--- src/rtl/mux_pkg.sv ---
// Shared types for the two-input stream arbiter: select encoding (matches mux2to1)
// and output-register occupancy.
package mux_pkg;

    typedef enum logic {SEL_A = 1'b0, SEL_B = 1'b1} mux_sel_e;

    typedef enum logic {OCC_EMPTY = 1'b0, OCC_FULL = 1'b1} occ_e;

    localparam int MUX_DATA_WITH_DEFAULT = 8;

endpackage

--- src/rtl/rr_pick2.sv ---
// Combinational two-way round-robin pick: a lone requester wins outright,
// and under contention the source that did not win last time wins.
module rr_pick2
    import mux_pkg::*;
(
    input  logic     valid_a_i,
    input  logic     valid_b_i,
    input  mux_sel_e last_i,
    output mux_sel_e grant_o,
    output logic     grant_valid_o
);

    always_comb begin
        grant_o       = SEL_A;
        grant_valid_o = valid_a_i || valid_b_i;
        if (valid_a_i && valid_b_i) begin
            grant_o = (last_i == SEL_A) ? SEL_B : SEL_A;
        end else if (valid_b_i) begin
            grant_o = SEL_B;
        end
    end

endmodule

--- src/rtl/mux_stream_arb2.sv ---
// Two-input round-robin stream arbiter feeding a one-entry output register;
// o_sel is meant to drive the select of a downstream mux2to1.
module mux_stream_arb2
    import mux_pkg::*;
#(
    parameter int DATA_WITH = MUX_DATA_WITH_DEFAULT
) (
    input  logic                 i_clk,
    input  logic                 i_rst,
    input  logic [DATA_WITH-1:0] i_a,
    input  logic                 i_a_valid,
    output logic                 o_a_ready,
    input  logic [DATA_WITH-1:0] i_b,
    input  logic                 i_b_valid,
    output logic                 o_b_ready,
    output logic [DATA_WITH-1:0] o_y,
    output logic                 o_sel,
    output logic                 o_valid,
    input  logic                 i_ready
);

    occ_e                 occ_q, occ_d;
    mux_sel_e             sel_q, sel_d;
    mux_sel_e             last_q, last_d;
    logic [DATA_WITH-1:0] y_q, y_d;

    mux_sel_e grant;
    logic     grant_valid;
    logic     load_en;
    logic     in_xfer;

    rr_pick2 u_pick (
        .valid_a_i     (i_a_valid),
        .valid_b_i     (i_b_valid),
        .last_i        (last_q),
        .grant_o       (grant),
        .grant_valid_o (grant_valid)
    );

    // The register can take a new word when empty or when its word leaves this cycle.
    assign load_en   = (occ_q == OCC_EMPTY) || i_ready;
    assign in_xfer   = grant_valid && load_en && !i_rst;
    assign o_a_ready = in_xfer && (grant == SEL_A);
    assign o_b_ready = in_xfer && (grant == SEL_B);

    always_comb begin
        occ_d  = occ_q;
        sel_d  = sel_q;
        last_d = last_q;
        y_d    = y_q;
        if (in_xfer) begin
            occ_d  = OCC_FULL;
            sel_d  = grant;
            last_d = grant;
            y_d    = (grant == SEL_B) ? i_b : i_a;
        end else if (i_ready) begin
            occ_d  = OCC_EMPTY;
        end
    end

    always_ff @(posedge i_clk) begin
        if (i_rst) begin
            occ_q  <= OCC_EMPTY;
            sel_q  <= SEL_A;
            last_q <= SEL_B;
            y_q    <= '0;
        end else begin
            occ_q  <= occ_d;
            sel_q  <= sel_d;
            last_q <= last_d;
            y_q    <= y_d;
        end
    end

    assign o_valid = (occ_q == OCC_FULL);
    assign o_sel   = sel_q;
    assign o_y     = y_q;

endmodule
--- config.mk ---
export PLATFORM = sky130hd
export DESIGN_NAME = mux_stream_arb2
export DESIGN_NICKNAME = d
export VERILOG_FILES = /design/src/rtl/mux_pkg.sv /design/src/rtl/rr_pick2.sv /design/src/rtl/mux_stream_arb2.sv
export SDC_FILE = /design/constraint.sdc
export NUM_CORES = 1
export LEC_CHECK = 0
export ABC_CLOCK_PERIOD_IN_PS = 1800
export CAP_MARGIN = 10
export CORE_MARGIN = 2
export CORE_UTILIZATION = 40
export CTS_BUF_LIST = sky130_fd_sc_hd__clkbuf_16
export DETAILED_ROUTE_END_ITERATION = 8
export GPL_TIMING_DRIVEN = 0
export PLACE_DENSITY = 0.89
export SYNTH_ARGS = -nofsm -noshare
export SYNTH_HDL_FRONTEND = slang
export SYNTH_SLANG_ARGS = --single-unit
--- constraint.sdc ---
create_clock -name i_clk -period 1.8 [get_ports i_clk]
set_input_delay 0.27 -clock i_clk [delete_from_list [all_inputs] [get_ports i_clk]]
set_output_delay 0.27 -clock i_clk [all_outputs]
set_load 0.03 [all_outputs]
; After elaboration in Yosys (flattened, before gate mapping)
; Cells that the tools add are included.
[totals]
regBits = 11
wordCells = 21
[classes]
mux = 6
n_bitwise = 2
reduce_logical = 9
[ops]
columns = op, n
row1 = $mux W8, 1
row2 = $logic_and A1 B1 Y1, 5
row3 = $mux W1, 5
row4 = $logic_or A1 B1 Y1, 2
row5 = $not A1 Y1, 2
row6 = $reduce_bool A2 Y1, 1
row7 = $logic_not A1 Y1, 1

; Longest topological paths before layout
; Gate-level depths: netlist of run 1.
[depth]
depth_word = 5
depth_mapped = 6
ltp_nobuf = 3

; By module
; A second synthesis of run 1 with hierarchy kept.
[hier_totals]
cells_unflattened = 44
area_unflattened_um2 = 516.7
[modules_own_cells]
columns = module, n_inst, cells_each, area_each_um2, seq_area_each_um2
row1 = mux_stream_arb2, 1, 42, 503.0, 220.2
row2 = rr_pick2, 1, 2, 13.8, 0.0

; Worst setup path before layout of run 1
; OpenSTA, ideal clock, no wires.
[synth_path]
kind = flip-flop to output port
startpoint = register occ_q, in the netlist o_valid
endpoint = output port o_a_ready
arrival_time_ns = 1.399
slack_ns = 0.131
stages_incl_launch_ff = 5
path_buffers = 1
cell_sequence = dfxtp_1 > nand2b_1 > clkbuf_1 > nand2_1 > nor2_1
[synth_via]
elab_chain_cells = 5
[synth_rtl]
columns = item, line
row1 = "start, declared", mux_stream_arb2.sv:22  ; occ_e occ_q, occ_d;
row2 = "start signal, assigned", mux_stream_arb2.sv:63  ; occ_q <= OCC_EMPTY;
row3 = "start signal, assigned", mux_stream_arb2.sv:68  ; occ_q <= occ_d;
row4 = $not A1 Y1, mux_stream_arb2.sv:41  ; assign load_en = (occ_q == OCC_EMPTY) || i_ready;
row5 = $logic_or A1 B1 Y1, mux_stream_arb2.sv:41
row6 = $logic_and A1 B1 Y1 (2 in series), mux_stream_arb2.sv:42  ; assign in_xfer = grant_valid && load_en && !i_rst;
row7 = $logic_and A1 B1 Y1, mux_stream_arb2.sv:43  ; assign o_a_ready = in_xfer && (grant == SEL_A);
row8 = "end, declared", mux_stream_arb2.sv:12  ; output logic o_a_ready,
; No other way between the ends.

; Worst setup path in the final report of run 1
[layout_path]
startpoint = input port i_rst
endpoint = output port o_b_ready
[layout_via]
elab_chain_cells = 3
[layout_rtl]
columns = item, line
row1 = "start, declared", mux_stream_arb2.sv:9  ; input logic i_rst,
row2 = $logic_not A1 Y1, mux_stream_arb2.sv:42
row3 = $logic_and A1 B1 Y1, mux_stream_arb2.sv:42
row4 = $logic_and A1 B1 Y1, mux_stream_arb2.sv:44  ; assign o_b_ready = in_xfer && (grant == SEL_B);
row5 = "end, declared", mux_stream_arb2.sv:15  ; output logic o_b_ready,
; No other way between the ends.

==> flow_metrics.py, run 1 <==
metrics = {
    "clocking": {
        "cts_tree": "yes",
        "cts_setup_buffers": 0,
        "clock_sinks": 11,
        "clockRootBuffer": "clkbuf_16",
        "path_clk_slew_ns": 0.04,
        "clock_latency_ns": 0.24,
        "cts_max_path_buffers": 2,
        "cts_htree_levels": 1,
        "cts_buffers": 3,
    },
    "place": {
        "place_ws_ns": -0.711,
        "post-place-cells": 113,
        "place.gp.congestion": 0.762,
        "dp_hpwl_mm": 1.07,
        "port_buffers": 31,
        "dpl_cell_area_sq_um": 936,
    },
    "routing": {
        "antenna_left": 0,
        "route.detailed.drc": 0,
        "num_vias": 606,
        "routed_wl_mm": 1.47,
        "wl_per_cell_um": 12.6,
        "drt_iter0_markers": 10,
        "viasPerCell": 5.22,
        "drt-pass1-iter-count": 4,
    },
    "critical_path": {
        "crit_path_end_kind": "output port",
        "crit_chain": "clkdlybuf4s50_1 > o21ba_1 > buf_6 > nand2_1 > nor2_1 > buf_4",
        "path_delay_family": "buffers and inverters",
        "path_buf_inv": 3,
        "r2r_slack_ns": 0.66,
        "max_stage_delay_ns": 0.45,
        "cp.arrival_ns": 1.47,
        "worst-r2r-cell-count": 3,
        "timing.rr.start": "last_q",
        "r2r-end": "o_y[1]",
        "critPathKind": "primary input to output port",
        "cp-start-kind": "primary input",
        "critPathSlowestCell": "clkdlybuf4s50_1",
        "critPathMaxFanout": 10,
        "critPathRequiredTime_ns": 1.53,
    },
    "synth": {
        "ys_types": 16,
        "yosysTopAreaCell": "dfxtp_1",
        "synth-edff-count": 0,
        "seq_area_frac_synth_pct": 36.4,
        "syn_nets": 87,
        "ys.flop_type": "dfxtp_1",
        "synthCells": 66,
        "synth_area_leaders": "dfxtp_1, a311oi_2, nand2_1",
        "synthArstFlopShare_pct": 0,
        "synth_seq_cells": 11,
        "syn_area_sq_um": 606,
        "synth_top_area_share_pct": 36.4,
        "yosysWarnings": 0,
        "syn_avg_cell_area_sq_um": 9.18,
    },
    "sta": {
        "rsz0062_at_grt": "true",
        "setup_violations": 0,
        "drv_slew": 0,
        "min_period_over_period_pct": 96.6,
        "fin_ws_ns": 0.0615,
        "hold_violations": 0,
        "fmax_ghz": 0.575,
        "fin_worst_skew_ns": 0.00311,
        "relSlewSlack_pct": 54.2,
        "worstMarginPinSlew_ns": 0.686,
        "period_minus_slack_ns": 1.74,
        "holdWs_ns": 0.344,
    },
    "outcome": {
        "status": "finished clean",
    },
    "run": {
        "cap_violations": 0,
    },
    "die": {
        "die_w_um": 42.9,
        "initial_core_util_pct": 41.7,
        "io_pins": 33,
        "rows": 14,
        "coreArea_sq_um": 1450,
        "die_h_um": 42.9,
        "die_area_sq_um": 1840,
    },
    "pwr": {
        "power_leakage_nw": 0.408,
        "p_per_area_nw_per_um2": 892,
        "peakVddDrop_uv": 493,
    },
    "hold_path": {
        "worstHoldStart": "i_a_valid",
        "worstHoldPathCells": 3,
        "hold_class": "primary input to register",
        "whs_endpoint": "o_valid",
    },
    "global_routing": {
        "antenna_found_initial": 0,
        "grt_overflow": 0,
        "grt_pass1_vias": 541,
        "grt_pass1_wl_mm": 2.35,
        "grt_max_degree": 11,
        "grt_usage_pct": 17.7,
    },
    "finish": {
        "design_area_sq_um": 1030,
        "final_nets": 122,
        "area_growth_pct": 69.8,
        "layout-drive-gt1-share_pct": 23.0,
        "final_cells": 116,
        "utilization_pct": 70.7,
        "nFillCells": 125,
        "num_antenna_cells": 0,
    },
}
==> per-layer routing <==
layer	vias to the layer above	track usage (%)	routed length (um)
met2	29	28.2	754
met3	4	4.68	118
met4	0	11.3	23
li1	306	-	-
met1	267	20.7	571
met5	-	0	0
==> cell type report <==
class	count	area [sq um]	area share, %
multi-input combinational	48	349	33.9
timing repair buffer	31	308	29.9
inverter	1	3.75	0.365
buffer	5	48.8	4.74
sequential	11	220	21.4
clock inverter	1	3.75	0.365
tap	16	20.0	1.95
clock buffer	3	75.1	7.30
==> logic make-up (layout without fill, tap and decap cells) <==
logic type | after synthesis | after routing | share of synthesized area [%]
AO/OA/AOI/OAI | 24 | 24 | 39.3
AND/OR/NAND/NOR | 24 | 24 | 16.3
flip-flops | 11 | 11 | 36.4
buffers and inverters | 7 | 41 | 8.06
==> stage by stage <==
stage	TNS [ns]	power, W
after global placement	-1.39	0.000511
after global routing	-0.00698	0.000961
after CTS	0	0.000924
after detailed placement	-1.44	0.000516
after floorplan	0	0.000417
final	0	0.000918
==> cells in the final DEF (no fill, tap or decap), drive strengths merged <==
| cell | instances |
|---|---|
| a21bo | 2 |
| a21boi | 1 |
| a21oi | 11 |
| a311o | 1 |
| a311oi | 8 |
| and2 | 1 |
| buf | 6 |
| clkbuf | 4 |
| clkdlybuf4s50 | 28 |
| dfxtp | 11 |
| dlymetal6s2s | 1 |
| inv | 2 |
| nand2 | 18 |
| nand2b | 1 |
| nand3 | 1 |
| nor2 | 3 |
| o21ba | 1 |
==> worst min-delay path, stage by stage <==
cell     delay [ns]
buf_6          0.10
nor2_1         0.05
a21oi_1        0.12
==> report_power, final <==
part           internal [W]  switching, W
clock              0.000292      0.000111
sequential         0.000265     0.0000123
combinational      0.000119      0.000119
==> registers in the layout (all words and copies together), names as in the netlist <==
signal / count
o_y: 8
last_q: 1
o_sel: 1
o_valid: 1
==> worst max path at each step <==
stage | from | to | cells past startpoint
2_1_floorplan | o_valid | o_a_ready | 4
3_3_place_gp | i_ready | o_b_ready | 6
3_5_place_dp | i_ready | o_b_ready | 6
4_1_cts | i_b_valid | o_a_ready | 6
5_1_grt | i_rst | o_b_ready | 6
6_report | i_rst | o_b_ready | 6
==> Yosys cell counts (2+ instances only) <==
cell type,number
nor2_1,3
buf_6,3
a311oi_2,7
dfxtp_1,11
clkbuf_1,3
nand2_1,18
a21oi_1,11
a21bo_2,2
==> repair_timing <==
action | 4_1_cts | 5_1_grt
hold buffers | 0 | 0
gates resized for setup | 14 | 8
endpoints found under the hold margin | 0 | 0
setup endpoints to repair | 2 | 2
Note: power is estimated with default switching activity, not from simulation.
==> run 2, diff against run 1 <==
- CELL_PAD_IN_SITES_DETAIL_PLACEMENT: unset -> 1
- CELL_PAD_IN_SITES_GLOBAL_PLACEMENT: unset -> 1
- CORE_UTILIZATION: 40 -> 28
- PLACE_DENSITY: 0.89 -> 0.88
==> flow_metrics.py, run 2 (same netlist as run 1, synthesis figures left out) <==
metrics = {
    "die": {
        "io_pins": 33,
        "die_w_um": 50.5,
        "die_area_sq_um": 2550,
        "coreArea_sq_um": 2000,
        "die_h_um": 50.5,
        "rows": 16,
        "initial_core_util_pct": 30.3,
    },
    "clocking": {
        "cts_tree": "yes",
        "clock_sinks": 11,
        "clockRootBuffer": "clkbuf_16",
        "cts_setup_buffers": 0,
        "clock_latency_ns": 0.24,
        "cts_buffers": 3,
        "cts_max_path_buffers": 2,
        "cts_htree_levels": 1,
        "path_clk_slew_ns": 0.04,
    },
    "pwr": {
        "p_per_area_nw_per_um2": 879,
        "power_leakage_nw": 0.407,
        "peakVddDrop_uv": 448,
    },
    "critical_path": {
        "cp-start-kind": "primary input",
        "crit_path_end_kind": "output port",
        "r2r_slack_ns": 0.63,
        "critPathRequiredTime_ns": 1.53,
        "timing.rr.start": "last_q",
        "cp.arrival_ns": 1.45,
        "worst-r2r-cell-count": 3,
        "critPathMaxFanout": 10,
        "r2r-end": "o_y[1]",
        "critPathKind": "primary input to output port",
    },
    "sta": {
        "fmax_ghz": 0.581,
        "hold_violations": 0,
        "fin_worst_skew_ns": 0.00223,
        "fin_tns_setup_ns": 0,
        "relSlewSlack_pct": 50.1,
        "fin_ws_ns": 0.0788,
        "rsz0062_at_grt": "false",
        "min_period_over_period_pct": 95.6,
        "period_minus_slack_ns": 1.72,
        "worstMarginPinSlew_ns": 0.748,
        "drv_slew": 0,
        "setup_violations": 0,
    },
    "global_routing": {
        "grt_overflow": 0,
        "antenna_found_initial": 0,
        "grt_max_degree": 11,
        "grt_usage_pct": 16.6,
        "grt_pass1_vias": 661,
        "grt_pass1_wl_mm": 3.13,
    },
    "finish": {
        "num_antenna_cells": 0,
        "largest_reg_flops": 8,
        "final_common_cell": "clkdlybuf4s50_1",
        "layout-drive-gt1-share_pct": 23.0,
        "final_nets": 122,
        "area_growth_pct": 72.5,
        "final_cell_mix": "clkdlybuf4s50_1, nand2_1, a21oi_1, dfxtp_1, a311oi_2",
    },
    "routing": {
        "num_vias": 622,
        "viasPerCell": 4.90,
        "route.detailed.drc": 0,
        "drt_iter0_markers": 8,
        "antenna_left": 0,
        "drt-pass1-iter-count": 4,
        "wl_per_cell_um": 15.0,
        "routed_wl_mm": 1.90,
    },
    "place": {
        "place.gp.congestion": 0.770,
        "port_buffers": 31,
        "dp_hpwl_mm": 1.37,
        "place_ws_ns": -0.772,
    },
    "hold_path": {
        "hold_class": "primary input to register",
        "whs_endpoint": "last_q",
        "worstHoldPathCells": 2,
        "worstHoldStart": "i_rst",
    },
    "outcome": {
        "status": "finished clean",
    },
    "run": {
        "cap_violations": 0,
    },
}
## run 2: cell count changes in the layout (fill, tap and decap cells not counted), sizes merged
cell / delta
clkdlybuf4s50: -1
dlygate4sd2: +1
## run 2: what timing repair did
| action | CTS | global route |
|---|---|---|
| endpoints found under the setup margin | 2 | 2 |
| resized for setup | 17 | 4 |
| hold buffers | 0 | 0 |
## run 2: stage by stage
| stage | area, sq um | cells | power, W | hold slack (ns) | utilization, % |
|---|---|---|---|---|---|
| after floorplan | 606 | 66 | 0.000417 | 0.376 | - |
| after global placement | 950 | 124 | 0.000514 | 0.545 | 47.4 |
| after detailed placement | 950 | 124 | 0.000522 | 0.560 | 47.4 |
| after CTS | 1030 | 127 | 0.000928 | 0.366 | 51.6 |
| after global routing | 1040 | 127 | 0.000964 | 0.365 | 52.2 |
| final | 1040 | 127 | 0.000919 | 0.344 | 52.2 |
## run 2: how the worst max path moves through the flow
stage	startpoint	to	slack, ns	cells past startpoint
global placement	i_ready	o_b_ready	-0.72	6
finish	i_ready	o_a_ready	0.08	6
CTS	i_ready	o_a_ready	0.01	6
detailed placement	i_ready	o_a_ready	-0.77	6
floorplan	o_valid	o_a_ready	0.13	4
global route	i_ready	o_a_ready	0.03	6
## run 2: area by class of cell
cell class                      instances  area (sq um)
Buffer                                  5          48.8
Fill cell                             235           957
Clock inverter                          1          3.75
Inverter                                1          3.75
Timing Repair Buffer                   31           307
Clock buffer                            3          75.1
Multi-Input combinational cell         48           353
Sequential cell                        11           220
Tap cell                               27          33.8
## run 2: metal layers
metal / global-route usage (%) / routed length, um / part of all wire [%] / vias up
li1: - / - / - / 305
met2: 29.4 / 994 / 52 / 25
met1: 18.2 / 742 / 39 / 286
met3: 6.55 / 137 / 7.2 / 6
met4: 4.95 / 27 / 1.4 / 0
met5: 0 / 0 / 0 / -
## run 2: critical path, cell delays in order
cell and delay, ns:
clkdlybuf4s50_1 0.45, nand2b_2 0.19, buf_6 0.16, nand2_1 0.08
nor2_1 0.13, buf_4 0.18
## run 2: report_power, final
group	switching, W	internal, W	leakage [nW]
Combinational	0.000124	0.000120	0.274
Clock	0.000106	0.000291	0.0423
Sequential	0.0000123	0.000265	0.0912
==> run 3, diff against run 2 <==
- RECOVER_POWER: unset -> 25
- TNS_END_PERCENT: unset -> 100
==> flow_metrics.py, run 3 (same netlist as run 1, synthesis figures left out) <==
metrics = {
    "clocking": {
        "clockRootBuffer": "clkbuf_16",
        "clock_sinks": 11,
        "cts_htree_levels": 1,
        "cts_buffers": 3,
        "cts_setup_buffers": 0,
        "clock_latency_ns": 0.24,
        "cts_max_path_buffers": 2,
        "path_clk_slew_ns": 0.04,
        "cts_hold_buf": 0,
        "cts_tree": "yes",
    },
    "sta": {
        "setup_violations": 0,
        "fin_tns_setup_ns": 0,
        "min_period_over_period_pct": 95.7,
        "rsz0062_at_grt": "false",
        "worstMarginPinSlew_ns": 0.752,
        "hold_violations": 0,
        "fin_worst_skew_ns": 0.00214,
        "drv_slew": 0,
        "relSlewSlack_pct": 49.9,
        "period_minus_slack_ns": 1.72,
        "fin_ws_ns": 0.0778,
        "fmax_ghz": 0.581,
    },
    "routing": {
        "routed_wl_mm": 1.91,
        "route.detailed.drc": 0,
        "drt_iter0_markers": 8,
        "viasPerCell": 4.92,
        "antenna_left": 0,
        "num_vias": 625,
        "drt-pass1-iter-count": 3,
        "wl_per_cell_um": 15.0,
    },
    "pwr": {
        "peakVddDrop_uv": 471,
        "p_per_area_nw_per_um2": 888,
        "power_leakage_nw": 0.394,
        "p_sw_w": 0.000242,
        "combPwrFrac_pct": 26.3,
        "swShare_pct": 26.4,
        "clkPwrFrac_pct": 43.4,
        "internal_power_w": 0.000673,
        "pwr-share-seq_pct": 30.3,
    },
    "run": {
        "cap_violations": 0,
    },
    "finish": {
        "layout-drive-gt1-share_pct": 23.0,
        "final_nets": 122,
        "final_common_cell": "clkdlybuf4s50_1",
        "nFillCells": 239,
        "num_antenna_cells": 0,
        "final_cells": 127,
        "final_cell_mix": "clkdlybuf4s50_1, nand2_1, a21oi_1, dfxtp_1, a311oi_2",
        "area_growth_pct": 70.0,
        "seqCellArea_sq_um": 220,
        "largest_reg_flops": 8,
        "multi_input_comb_area_sq_um": 347,
    },
    "critical_path": {
        "crit_path_end_kind": "output port",
        "critPathKind": "primary input to output port",
        "cp.arrival_ns": 1.45,
        "critPathRequiredTime_ns": 1.53,
        "cp-start-kind": "primary input",
        "critPathMaxFanout": 10,
    },
    "die": {
        "die_h_um": 50.5,
        "initial_core_util_pct": 30.3,
        "coreArea_sq_um": 2000,
        "die_area_sq_um": 2550,
        "rows": 16,
        "io_pins": 33,
        "die_w_um": 50.5,
    },
    "hold_path": {
        "hold_class": "primary input to register",
    },
    "outcome": {
        "status": "finished clean",
    },
    "global_routing": {
        "grt_pass1_wl_mm": 3.13,
        "antenna_found_initial": 0,
        "grt_pass1_vias": 661,
        "grt_max_degree": 11,
        "grt_overflow": 0,
        "grt_usage_pct": 16.6,
    },
    "place": {
        "place_ws_ns": -0.772,
        "place.gp.congestion": 0.770,
        "port_buffers": 31,
        "post-place-cells": 124,
        "dp_hpwl_mm": 1.37,
    },
}
[run 3: cell types whose count changed in the layout (fill, tap and decap cells not counted), sizes merged]
cell and change:
buf -1, clkbuf +1, clkdlybuf4s25 +1, dlymetal6s2s -1
[run 3: power groups by stage]
stage	combinational [W]	sequential (W)	clock, W
after floorplan	0.000102	0.000315	0
after global placement	0.000235	0.000280	0
after detailed placement	0.000241	0.000281	0
after CTS	0.000244	0.000278	0.000406
after global routing	0.000258	0.000279	0.000423
final	0.000240	0.000277	0.000397
[run 3: critical path, cell delays in order]
cell	delay, ns
clkdlybuf4s50_1	0.45
nand2b_2	0.19
buf_6	0.16
nand2_1	0.08
nor2_1	0.13
buf_4	0.18
[run 3: stage by stage]
stage               total power (W)  hold WS (ns)  utilization, %  cell area [sq um]
finish                     0.000915         0.367            51.4               1030
global route               0.000960         0.383            51.4               1030
floorplan                  0.000417         0.376               -                606
CTS                        0.000928         0.366            51.6               1030
global placement           0.000514         0.545            47.4                950
detailed placement         0.000522         0.560            47.4                950
[run 3: cell type report]
type / instances / area share (%)
clock inverter: 1 / 0.365
sequential: 11 / 21.4
timing repair buffer: 31 / 29.5
inverter: 1 / 0.365
clock buffer: 3 / 7.29
tap: 27 / 3.28
multi-input combinational: 48 / 33.7
buffer: 5 / 4.13
[run 3: final timing paths]
check	startpoint	to	slack, ns	depth (start not counted)
worst min register to register	o_y[2]	o_y[2]	0.56	2
worst max-delay path	i_ready	o_a_ready	0.08	6
worst min-delay path	i_a_valid	o_valid	0.37	3
worst max register to register	o_valid	o_y[3]	0.58	4
[run 3: layer usage]
layer | vias up | wire (um) | track usage (%)
li1 | 304 | - | -
met1 | 290 | 753 | 18.2
met2 | 25 | 989 | 29.4
met3 | 6 | 137 | 6.55
met4 | 0 | 27 | 4.95
met5 | - | 0 | 0
[run 3: repair_timing]
action / in CTS / in global routing
pin swaps: 0 / 0
gates resized for setup: 17 / 4
setup endpoints to repair: 2 / 2
